==> src/rtl/dffram_arb_pkg.sv <==
// Shared constants and types for the two-master DFFRAM arbiter.
package dffram_arb_pkg;

  localparam int A_WIDTH    = 9;
  localparam int D_WIDTH    = 32;
  localparam int WE_WIDTH   = 4;
  localparam int LOCK_CNT_W = 8;

  typedef enum logic {
    M0 = 1'b0,
    M1 = 1'b1
  } master_id_t;

endpackage

==> src/rtl/dffram_arb_core.sv <==
// Grant engine: round-robin between two masters, sticky lock for RMW
// sequences, and a watchdog that force-releases a lock held too long.
module dffram_arb_core
  import dffram_arb_pkg::*;
#(
  parameter int MAX_LOCK_CYCLES = 64
) (
  input  logic       CLK,
  input  logic       RST_N,
  input  logic [1:0] valid,
  input  logic [1:0] lock,
  output logic [1:0] grant,
  output logic       lock_abort
);

  localparam logic [LOCK_CNT_W-1:0] CNT_LAST = LOCK_CNT_W'(MAX_LOCK_CYCLES - 1);

  master_id_t            rr_ptr, rr_ptr_nxt;
  master_id_t            lock_owner, lock_owner_nxt;
  master_id_t            gnt_id;
  logic                  lock_active, lock_active_nxt;
  logic [LOCK_CNT_W-1:0] lock_cnt, lock_cnt_nxt;
  logic                  lock_req;
  logic                  wdog_hit;

  assign wdog_hit   = lock_active && (lock_cnt == CNT_LAST);
  assign lock_abort = wdog_hit;

  always_comb begin
    grant = 2'b00;
    if (!RST_N) begin
      grant = 2'b00;
    end else if (lock_active) begin
      // The non-owner stays blocked even while the owner is idle.
      grant = (lock_owner == M1) ? {valid[1], 1'b0} : {1'b0, valid[0]};
    end else if (&valid) begin
      grant = (rr_ptr == M1) ? 2'b10 : 2'b01;
    end else begin
      grant = valid;
    end
  end

  assign gnt_id   = grant[1] ? M1 : M0;
  assign lock_req = (gnt_id == M1) ? lock[1] : lock[0];

  always_comb begin
    rr_ptr_nxt      = rr_ptr;
    lock_owner_nxt  = lock_owner;
    lock_active_nxt = lock_active;
    lock_cnt_nxt    = lock_cnt;
    if (lock_active) begin
      // Watchdog wins over a continuing beat; that beat itself still completes.
      if (wdog_hit || ((|grant) && !lock_req)) begin
        lock_active_nxt = 1'b0;
        lock_cnt_nxt    = '0;
      end else begin
        lock_cnt_nxt = lock_cnt + 1'b1;
      end
    end else if (|grant) begin
      rr_ptr_nxt = (gnt_id == M1) ? M0 : M1;
      if (lock_req) begin
        lock_active_nxt = 1'b1;
        lock_owner_nxt  = gnt_id;
        lock_cnt_nxt    = '0;
      end
    end
  end

  always_ff @(posedge CLK or negedge RST_N) begin
    if (!RST_N) begin
      rr_ptr      <= M0;
      lock_owner  <= M0;
      lock_active <= 1'b0;
      lock_cnt    <= '0;
    end else begin
      rr_ptr      <= rr_ptr_nxt;
      lock_owner  <= lock_owner_nxt;
      lock_active <= lock_active_nxt;
      lock_cnt    <= lock_cnt_nxt;
    end
  end

endmodule

==> src/rtl/dffram_arbiter.sv <==
// Two-master arbiter in front of the single-port 512x32 DFFRAM.
// Optional per-master grant/stall counters: define DFFRAM_ARB_STATS_EN.
module dffram_arbiter #(
  parameter int A_WIDTH         = dffram_arb_pkg::A_WIDTH,
  parameter int D_WIDTH         = dffram_arb_pkg::D_WIDTH,
  parameter int MAX_LOCK_CYCLES = 64
) (
  input  logic                               CLK,
  input  logic                               RST_N,
  input  logic                               m0_valid,
  output logic                               m0_ready,
  input  logic [dffram_arb_pkg::WE_WIDTH-1:0] m0_we,
  input  logic [A_WIDTH-1:0]                 m0_addr,
  input  logic [D_WIDTH-1:0]                 m0_wdata,
  input  logic                               m0_lock,
  output logic                               m0_rsp_valid,
  output logic [D_WIDTH-1:0]                 m0_rdata,
  input  logic                               m1_valid,
  output logic                               m1_ready,
  input  logic [dffram_arb_pkg::WE_WIDTH-1:0] m1_we,
  input  logic [A_WIDTH-1:0]                 m1_addr,
  input  logic [D_WIDTH-1:0]                 m1_wdata,
  input  logic                               m1_lock,
  output logic                               m1_rsp_valid,
  output logic [D_WIDTH-1:0]                 m1_rdata,
  output logic                               ram_en,
  output logic [dffram_arb_pkg::WE_WIDTH-1:0] ram_we,
  output logic [A_WIDTH-1:0]                 ram_a,
  output logic [D_WIDTH-1:0]                 ram_di,
  input  logic [D_WIDTH-1:0]                 ram_do,
  output logic                               lock_abort
`ifdef DFFRAM_ARB_STATS_EN
  ,
  output logic [15:0]                        m0_grant_cnt,
  output logic [15:0]                        m1_grant_cnt,
  output logic [15:0]                        m0_stall_cnt,
  output logic [15:0]                        m1_stall_cnt
`endif
);

  import dffram_arb_pkg::*;

  logic [1:0] grant;
  logic [1:0] vld_p1;

  dffram_arb_core #(
    .MAX_LOCK_CYCLES(MAX_LOCK_CYCLES)
  ) u_core (
    .CLK       (CLK),
    .RST_N     (RST_N),
    .valid     ({m1_valid, m0_valid}),
    .lock      ({m1_lock, m0_lock}),
    .grant     (grant),
    .lock_abort(lock_abort)
  );

  assign m0_ready = grant[0];
  assign m1_ready = grant[1];

  // Stage p0: accepted beat drives the RAM pins directly
  assign ram_en = |grant;
  assign ram_we = grant[1] ? m1_we : (grant[0] ? m0_we : {WE_WIDTH{1'b0}});
  assign ram_a  = grant[1] ? m1_addr  : m0_addr;
  assign ram_di = grant[1] ? m1_wdata : m0_wdata;

  always_ff @(posedge CLK or negedge RST_N) begin
    if (!RST_N) vld_p1 <= 2'b00;
    else        vld_p1 <= grant;
  end

  // Stage p1: RAM output is returned to whichever master was accepted
  assign m0_rsp_valid = vld_p1[0];
  assign m1_rsp_valid = vld_p1[1];
  assign m0_rdata     = vld_p1[0] ? ram_do : '0;
  assign m1_rdata     = vld_p1[1] ? ram_do : '0;

`ifdef DFFRAM_ARB_STATS_EN
  function automatic logic [15:0] sat_inc(input logic [15:0] cnt, input logic en);
    return (en && (cnt != 16'hFFFF)) ? cnt + 16'd1 : cnt;
  endfunction

  always_ff @(posedge CLK or negedge RST_N) begin
    if (!RST_N) begin
      m0_grant_cnt <= '0;
      m1_grant_cnt <= '0;
      m0_stall_cnt <= '0;
      m1_stall_cnt <= '0;
    end else begin
      m0_grant_cnt <= sat_inc(m0_grant_cnt, grant[0]);
      m1_grant_cnt <= sat_inc(m1_grant_cnt, grant[1]);
      m0_stall_cnt <= sat_inc(m0_stall_cnt, m0_valid & ~grant[0]);
      m1_stall_cnt <= sat_inc(m1_stall_cnt, m1_valid & ~grant[1]);
    end
  end
`endif

endmodule

==> config.mk <==
export PLATFORM = sky130hd
export DESIGN_NAME = dffram_arbiter
export DESIGN_NICKNAME = d
export VERILOG_FILES = /design/src/rtl/dffram_arb_pkg.sv /design/src/rtl/dffram_arb_core.sv /design/src/rtl/dffram_arbiter.sv
export SDC_FILE = /design/constraint.sdc
export NUM_CORES = 1
export LEC_CHECK = 0
export CORE_AREA = 2 2 94 96
export CTS_BUF_LIST = sky130_fd_sc_hd__clkbuf_8
export DETAILED_ROUTE_END_ITERATION = 10
export DIE_AREA = 0 0 96 98
export GPL_TIMING_DRIVEN = 0
export PLACE_DENSITY = 0.7
export SYNTH_ARGS = -nofsm -noshare
export SYNTH_HDL_FRONTEND = slang
export SYNTH_HIERARCHICAL = 1
export SYNTH_SLANG_ARGS = --single-unit
==> constraint.sdc <==
create_clock -name CLK -period 2.74 [get_ports CLK]
set_input_delay 0.411 -clock CLK [delete_from_list [all_inputs] [get_ports CLK]]
set_output_delay 0.411 -clock CLK [all_outputs]
set_load 0.05 [all_outputs]
# [After elaboration in Yosys (flattened, before gate mapping)]
# Cells that the tools add are included.
[classes] add_sub_neg=1 multipliers=0 div=0 n_lt_le_gt_ge=0 n_eq_ne=1 shifts=0 n_mux=22 n_bitwise=1 n_reduce_logical=11
[ops] operator="$mux W32" count=3
[ops] operator="$mux W8" count=4
[ops] operator="$mux W2" count=5
[ops] operator="$mux W9" count=1
[ops] operator="$add A8 B1 Y8 const B" count=1
[ops] operator="$eq A8 B6 Y1 const B" count=1
[ops] operator="$mux W4" count=2
[ops] operator="$mux W1" count=7
[ops] operator="$reduce_and A2 Y1" count=3
[ops] operator="$reduce_bool A2 Y1" count=2
[ops] operator="$reduce_and A3 Y1" count=1
[ops] operator="$logic_and A1 B1 Y1" count=2
[ops] operator="$reduce_or A2 Y1" count=1
[ops] operator="$logic_not A1 Y1" count=1
[ops] operator="$logic_or A1 B1 Y1" count=1
[ops] operator="$not A1 Y1" count=1
[word_totals] ff_bits=13 latch_bits=0 ramBits=0 rom_bits=0 in_bits=128 out_inout_bits=115 n_memories=0

# [Longest topological paths before layout]
# Gate-level depths: netlist of run 1.
[depth] word_depth=11 ltp_mapped=8 depth_no_buf=5

# [Cells and area by module]
# Netlist of run 1, hierarchy kept.
[modules_own_cells] mod="dffram_arbiter" n_inst=1 cells_each=124 area_each_um2=1126.1
[modules_own_cells] mod="dffram_arb_core" n_inst=1 cells_each=82 area_each_um2=748.2

# [Worst setup path before layout of run 1]
# No wires, ideal clock.
[synth_timing] path_type="input to output" from="input m0_valid" to="output ram_we[0] (netlist bit)" arrival_time_ns=2.017 setup_slack_ns=0.312 cell_stages=7 n_path_buf=2 cell_sequence="nor3b_1 > or3_1 > inv_1 > buf_4 > buf_6 > nor2b_1 > a22o_1"
[synth_via] word_cells_on_any_way=7 cone_classes="mux: 6; reduce/logical: 1"
[synth_rtl] element="start, declared" line="dffram_arbiter.sv:10" text="input logic m0_valid,"
[synth_rtl] element="$reduce_and A2 Y1" line="dffram_arb_core.sv:36" text="end else if (&valid) begin"
[synth_rtl] element="$mux W2" line="dffram_arb_core.sv:36"
[synth_rtl] element="$mux W2" line="dffram_arb_core.sv:33" text="end else if (lock_active) begin"
[synth_rtl] element="$mux W2" line="dffram_arb_core.sv:31" text="if (!RST_N) begin"
[synth_rtl] element="net m1_ready" line="dffram_arbiter.sv:19" text="output logic m1_ready,"
[synth_rtl] element="$mux W4" line="dffram_arbiter.sv:62" text="assign ram_we = grant[1] ? m1_we : (grant[0] ? m0_we : {WE_WIDTH{1'b0}});"
[synth_rtl] element="end, declared" line="dffram_arbiter.sv:27" text="output logic [dffram_arb_pkg::WE_WIDTH-1:0] ram_we,"
# The timed path passes the listed nets, and every way through them passes these cells.

# [Worst setup path in the final report of run 1]
[layout_timing] from="register u_core.lock_active" to="output ram_di[21]"
[layout_via] elab_chain_len=3
[layout_lines] element="start, declared" line="dffram_arb_core.sv:21" text="logic lock_active, lock_active_nxt;"
[layout_lines] element="start signal, assigned" line="dffram_arb_core.sv:78" text="lock_active <= lock_active_nxt;"
[layout_lines] element="$mux W2" line="dffram_arb_core.sv:33"
[layout_lines] element="$mux W2" line="dffram_arb_core.sv:31"
[layout_lines] element="$mux W32" line="dffram_arbiter.sv:64" text="assign ram_di = grant[1] ? m1_wdata : m0_wdata;"
[layout_lines] element="end, declared" line="dffram_arbiter.sv:29" text="output logic [D_WIDTH-1:0] ram_di,"
# Every way passes these cells.

==> results of run 1 <==
## cells by family after synthesis
| family | count (synthesis) | synth area share |
|---|---|---|
| AOI/OAI and AO/OA | 24 | 0.101 |
| xor gates and xnor gates | 1 | 0.00467 |
| adders and majority gates | 1 | 0.00667 |
| buffers and inverters | 19 | 0.0614 |
| DFF | 13 | 0.174 |
| muxes | 41 | 0.296 |
| and+or+nand+nor | 107 | 0.356 |
## critical path, stage by stage (launching register included)
cell       delay (ps)
dfrtp_1           390
buf_6             140
nor2b_4           130
or3_4             400
inv_4             110
buf_12            130
bufbuf_16         260
mux2_4            310
buf_8             150
## synthesized netlist by cell type, types with 2 or more instances
cell type  count  area [um^2]
mux2_2        16          180
and2_1        66          413
nand3_1        7         35.0
nand3b_1       2         15.0
nor2b_1        2         12.5
inv_1          5         18.8
dfrtp_1       13          325
mux2_4        25          375
a221o_1        3         30.0
buf_2          2         10.0
nor3_1         6         30.0
buf_6          5         56.3
nand2_1        6         22.5
nor2_1         2         7.51
a21oi_1        4         20.0
a22o_1         6         52.6
clkbuf_1       6         22.5
o21ai_0        4         20.0
nand4_1        3         18.8
## layout by cell type (no fill, tap or decap), drive strengths merged
| cell | instances |
|---|---|
| clkdlybuf4s50 | 191 |
| and2 | 67 |
| buf | 57 |
| mux2 | 41 |
| dfrtp | 13 |
| clkbuf | 13 |
| nand3 | 7 |
| nor3 | 7 |
| a22o | 6 |
| inv | 6 |
| nand2 | 6 |
| o21ai | 4 |
| a21oi | 4 |
| dlygate4sd2 | 3 |
| nand4 | 3 |
| a221o | 3 |
| nor2b | 3 |
| nor2 | 2 |
| nand3b | 2 |
| or4 | 2 |
| and4 | 2 |
| nor4 | 2 |
| or2 | 1 |
| bufbuf | 1 |
| clkdlybuf4s15 | 1 |
| nor3b | 1 |
| or3 | 1 |
| o41a | 1 |
| a31oi | 1 |
| o41ai | 1 |
| o31a | 1 |
| o31ai | 1 |
| xor2 | 1 |
| o211ai | 1 |
| a211o | 1 |
| and3 | 1 |
| ha | 1 |
## report_power, final
part | switching [uW] | total (uW) | internal (uW)
Clock | 71.3 | 170 | 99.1
Combinational | 1140 | 1970 | 825
Sequential | 49.2 | 284 | 235
Total | 1260 | 2420 | 1160
## registers in the layout, indices dropped and copies added, names as in the netlist
name and count:
u_core/lock_active 1, u_core/lock_owner 1, u_core/lock_cnt 8, u_core/rr_ptr 1
vld_p1 2
## layout make-up
type	instances	area share
Timing Repair Buffer	250	0.532
Buffer	13	0.0270
Clock buffer	3	0.00919
Sequential cell	13	0.0724
Multi-Input combinational cell	174	0.323
Inverter	5	0.00473
Clock inverter	1	0.000835
Tap cell	108	0.0301
## repair_timing
action,in CTS,in global routing
gates cloned,1,0
pin swaps,0,2
endpoints found under the hold margin,0,0
setup buffers,3,4
setup endpoints to repair,49,26
resized for setup,281,13
hold buffers,0,0
## worst paths after layout
path	to	cells past startpoint	startpoint
worst max-delay path	ram_di[21]	8	u_core/lock_active
worst min-delay path	u_core/lock_cnt[2]	1	RST_N
max in group asynchronous	u_core/lock_owner	1	RST_N
worst max register to register	u_core/lock_cnt[2]	6	u_core/lock_active
min in group CLK	u_core/lock_cnt[0]	1	u_core/lock_cnt[0]
worst min register to register	u_core/lock_cnt[0]	1	u_core/lock_cnt[0]
## metal layers
| metal | part of all wire | wire [um] |
|---|---|---|
| met5 | 0.0071 | 70 |
| met4 | 0.0080 | 78 |
| met3 | 0.14 | 1350 |
| met2 | 0.49 | 4800 |
| met1 | 0.36 | 3510 |
## through the flow
| stage | power (uW) | area, um^2 |
|---|---|---|
| final | 2420 | 4490 |
| after global routing | 2540 | 4490 |
| after CTS | 2390 | 4440 |
| after detailed placement | 2190 | 4430 |
| after global placement | 2170 | 4430 |
| after floorplan | 1510 | 1870 |
==> flow_metrics.env, run 1 <==
export IMPL_status="complete, no violations"
export IMPL_synth_cell_type_count=42
export IMPL_avgSynthCellArea_um2=9.10
export IMPL_numClockSinks=13
export IMPL_worst_pin_slew_ps=627
export IMPL_ys_warn_count=6
export IMPL_endpoint_kind="primary output"
export IMPL_leakage_uw=0.00189
export IMPL_setup_viol=0
export IMPL_ios=243
export IMPL_floorplan_initialDensity=0.221
export IMPL_ys_seq_area_frac=0.174
export IMPL_diodes=0
export IMPL_wire_per_inst_um=17.3
export IMPL_track_usage=0.200
export IMPL_fill_cells=777
export IMPL_multi_input_area_mm2=0.00145
export IMPL_busiest_layer="met2"
export IMPL_fin_worst_skew_ps=0.353
export IMPL_fp_dieH_um=98
export IMPL_utilization=0.531
export IMPL_maxCapViolations=0
export IMPL_grt_max_degree=16
export IMPL_r2r_slack_ps=880
export IMPL_cts_buffers=3
export IMPL_drv_slew=0
export IMPL_antenna_found_initial=5
export IMPL_portBuffers=242
export IMPL_async_reset_ff_frac=1.00
export IMPL_instances_no_fill=567
export IMPL_grt_use_met2=0.344
export IMPL_drtIter0Drc=98
export IMPL_irDropWorstVdd_mv=0.180
export IMPL_yosys_register_bits=13
export IMPL_pwr_density_cell_mw_per_mm2=540
export IMPL_synthesis_area_mm2=0.00187
export IMPL_grt_pass1_vias=2566
export IMPL_hold_class="input pin to asynchronous set/reset pin"
export IMPL_regArea_um2=325
export IMPL_drive_above_1_share=0.255
export IMPL_core_mm2=0.00847
export IMPL_cts_tree="done"
export IMPL_die_width_um=96
export IMPL_clk_path_buf_depth=2
export IMPL_tns_ps=0
export IMPL_row_count=34
export IMPL_gr_usage_met1=0.218
export IMPL_cp_max_fo=7
export IMPL_worstPathRequired_ps=2330
export IMPL_fin_crit_sh=0.974
export IMPL_cp_start_kind="flop"
export IMPL_vias_per_cell=4.52
export IMPL_fin_ws_ps=71.7
export IMPL_relSlewSlack=0.578
export IMPL_die_area_mm2=0.00941
export IMPL_grt_setup_unrepaired="false"
export IMPL_clock_latency_ps=240
export IMPL_grt_pass1_wl_um=14400
export IMPL_overflow=0
export IMPL_fin_nets=589
export IMPL_first_pass_iters=4
export IMPL_routabilityCongestion=0.817
export IMPL_arrival_ps=2260
export IMPL_fmax_ghz=0.375
export IMPL_htreeDepth=1
export IMPL_synthFlopType="dfrtp_1"
export IMPL_areaGrowthSynthToFinish_pct=140
export IMPL_antenna_left=0
export IMPL_min_period_ps=2670
export IMPL_path_clk_slew_ps=50
export IMPL_wl_um=9810
export IMPL_cts_root_buf="clkbuf_8"
export IMPL_vias=2565
export IMPL_synth_edf_count=0
export IMPL_dp_cells=556
export IMPL_place_ws_ps=-1300
export IMPL_critPathKind="flop to primary output"
export IMPL_place_hpwl_um=8650
export IMPL_use_met3=0.106
export IMPL_hold_slack_ps=9.12
export IMPL_finalHoldViolations=0
export IMPL_syn_inst=206
export IMPL_drc=0
export IMPL_syn_nets=335
Power figures use the tool's default switching activity.
==> run 2: changes to the inputs <==
--- a/config.mk
+++ b/config.mk
@@ -5,12 +5,12 @@
 export SDC_FILE = /design/constraint.sdc
 export NUM_CORES = 1
 export LEC_CHECK = 0
+export ABC_AREA = 1
 export CORE_AREA = 2 2 94 96
 export CTS_BUF_LIST = sky130_fd_sc_hd__clkbuf_8
 export DETAILED_ROUTE_END_ITERATION = 10
 export DIE_AREA = 0 0 96 98
-export GPL_TIMING_DRIVEN = 0
-export PLACE_DENSITY = 0.7
+export PLACE_DENSITY = 0.71
 export SYNTH_ARGS = -nofsm -noshare
 export SYNTH_HDL_FRONTEND = slang
 export SYNTH_HIERARCHICAL = 1
==> run 2 against run 1 <==
Net effect: power increased by 9.2%; first-iteration DRC count down 44%; clock power hardly changed; register-to-register slack improved by 340 ps; area after synthesis increased by 5.7%; clock skew increased by 3.9 ps; critical endpoint is now lock_abort.
==> flow_metrics.env, run 2 <==
export IMPL_leakage_uw=0.00257
export IMPL_cts_root_buf="clkbuf_8"
export IMPL_vias_per_cell=4.21
export IMPL_critPathKind="flop to primary output"
export IMPL_tns_ps=0
export IMPL_ios=243
export IMPL_total_power_uw=2650
export IMPL_syn_nets=516
export IMPL_min_period_ps=2520
export IMPL_htreeDepth=1
export IMPL_yosys_register_bits=13
export IMPL_grt_pass1_wl_um=14600
export IMPL_maxCapViolations=0
export IMPL_cp_slowest_stage_delay_ps=790
export IMPL_place_ws_ps=268
export IMPL_worst_pin_slew_ps=553
export IMPL_synthFlopType="dfrtp_1"
export IMPL_place_hpwl_um=8130
export IMPL_cp_cell_sequence="inv_1 -> nor2_1 -> nand4_1 -> inv_1 -> clkdlybuf4s50_1"
export IMPL_top_register="u_core/lock_cnt"
export IMPL_cp_max_fo=12
export IMPL_row_count=34
export IMPL_ys_warn_count=6
export IMPL_irDropWorstVdd_mv=0.360
export IMPL_fin_crit_sh=0.921
export IMPL_clk_path_buf_depth=2
export IMPL_setup_viol=0
export IMPL_drc=0
export IMPL_die_area_mm2=0.00941
export IMPL_numClockSinks=13
export IMPL_largest_reg_flops=8
export IMPL_floorplan_initialDensity=0.234
export IMPL_pwr_density_cell_mw_per_mm2=601
export IMPL_grt_setup_unrepaired="false"
export IMPL_layout_common_cells="223 x nand2_1, 193 x clkdlybuf4s50_1, 78 x inv_1, 52 x buf_4, 25 x nand3_1"
export IMPL_fin_worst_skew_ps=4.26
export IMPL_syn_inst=387
export IMPL_ys_seq_area_frac=0.164
export IMPL_grt_pass1_vias=3001
export IMPL_antenna_found_initial=3
export IMPL_core_mm2=0.00847
export IMPL_drive_above_1_share=0.121
export IMPL_top_regs="u_core/lock_cnt x8, vld_p1 x2"
export IMPL_clock_latency_ps=250
export IMPL_hold_class="flop to flop"
export IMPL_finalHoldViolations=0
export IMPL_crit_top_cell="inv_1"
export IMPL_ctsResizeCount=0
export IMPL_arrival_ps=2110
export IMPL_worstPathRequired_ps=2330
export IMPL_wire_per_inst_um=12.8
export IMPL_postCtsSetupBuffers=0
export IMPL_die_width_um=96
export IMPL_grt_max_degree=34
export IMPL_avgSynthCellArea_um2=5.12
export IMPL_wl_um=9360
export IMPL_overflow=0
export IMPL_fp_dieH_um=98
export IMPL_drv_slew=0
export IMPL_antenna_left=0
export IMPL_areaGrowthSynthToFinish_pct=122
export IMPL_dp_cells=726
export IMPL_layout_commonest_cell="nand2_1"
export IMPL_synth_area_leaders="nand2_1 42%, dfrtp_1 16%, inv_1 15%"
export IMPL_fill_cells=837
export IMPL_yosysMostFrequentCell="nand2_1"
export IMPL_relSlewSlack=0.630
export IMPL_drtIter0Drc=55
export IMPL_first_pass_iters=4
export IMPL_fin_nets=752
export IMPL_async_reset_ff_frac=1.00
export IMPL_portBuffers=242
export IMPL_utilization=0.520
export IMPL_vias=3077
export IMPL_status="complete, no violations"
export IMPL_fmax_ghz=0.396
export IMPL_track_usage=0.193
export IMPL_cts_tree="done"
export IMPL_endpoint_kind="primary output"
export IMPL_synthesis_area_mm2=0.00198
export IMPL_routabilityCongestion=0.862
export IMPL_instances_no_fill=731
export IMPL_crit_path_top_delay_cell="clkdlybuf4s50_1"
export IMPL_synth_top_cell_area_share=0.422
export IMPL_path_clk_slew_ps=50
export IMPL_synth_cell_type_count=23
export IMPL_postCtsHoldBufs=0
export IMPL_cp_start_kind="flop"
export IMPL_synth_edf_count=0
export IMPL_cts_buffers=3
export IMPL_fin_ws_ps=217
export IMPL_synth_top_area_cell="nand2_1"
export IMPL_synth_commonest_cells="223 x nand2_1, 77 x inv_1, 25 x nand3_1"
## run 2: cell type report
| class | instances | area [um^2] | area share |
|---|---|---|---|
| Timing Repair Buffer | 249 | 2400 | 0.546 |
| Clock inverter | 1 | 3.75 | 0.000853 |
| Antenna cell | 1 | 2.50 | 0.000569 |
| Clock buffer | 3 | 41.3 | 0.00938 |
| Tap cell | 108 | 135 | 0.0307 |
| Sequential cell | 13 | 325 | 0.0739 |
| Inverter | 83 | 312 | 0.0708 |
| Multi-Input combinational cell | 273 | 1180 | 0.268 |
## run 2: worst paths after layout
| check | from | endpoint | slack [ps] | depth (start not counted) |
|---|---|---|---|---|
| max in group asynchronous | RST_N | vld_p1[0] | 2070 | 2 |
| hold reg to reg | u_core/lock_owner | u_core/lock_owner | 490 | 2 |
| setup / recovery | u_core/lock_active | lock_abort | 220 | 5 |
| setup reg to reg | u_core/lock_active | u_core/lock_cnt[0] | 1220 | 8 |
| hold / removal | u_core/lock_owner | u_core/lock_owner | 490 | 2 |
| min in group asynchronous | RST_N | u_core/lock_cnt[2] | 530 | 2 |
## run 2: kinds of logic after synthesis
family / after synthesis / synth area share
AO/OA/AOI/OAI: 2 / 0.00631
XOR/XNOR: 4 / 0.0177
adder cells (fa/ha/maj): 1 / 0.00631
buffers and inverters: 101 / 0.241
flip-flops: 13 / 0.164
AND/OR/NAND/NOR: 266 / 0.564
## run 2: routing by layer
metal | GRT usage | share of wire
met1 | 0.201 | 0.37
met2 | 0.363 | 0.50
met3 | 0.0702 | 0.12
met4 | 0.0396 | 0.013
met5 | 0 | 0.0014
## run 2: per-stage QoR
step	hold WS [ps]	area, um^2
2_1_floorplan	115	1980
3_3_place_gp	460	4350
3_5_place_dp	466	4350
4_1_cts	479	4400
5_1_grt	513	4400
6_report	488	4400
## run 2: critical path: cells and delay by family, from the launching register on
kind                   cells  cell delay, ps
DFF                        1             460
and+or+nand+nor            2             300
buffers and inverters      3            1110
## run 2: where the power goes
group	switching [uW]	leakage [uW]	internal, uW	total, uW
logic	1460	0.00237	725	2180
registers	51.1	0.000172	241	292
clock network	73.3	0.0000269	99.2	173
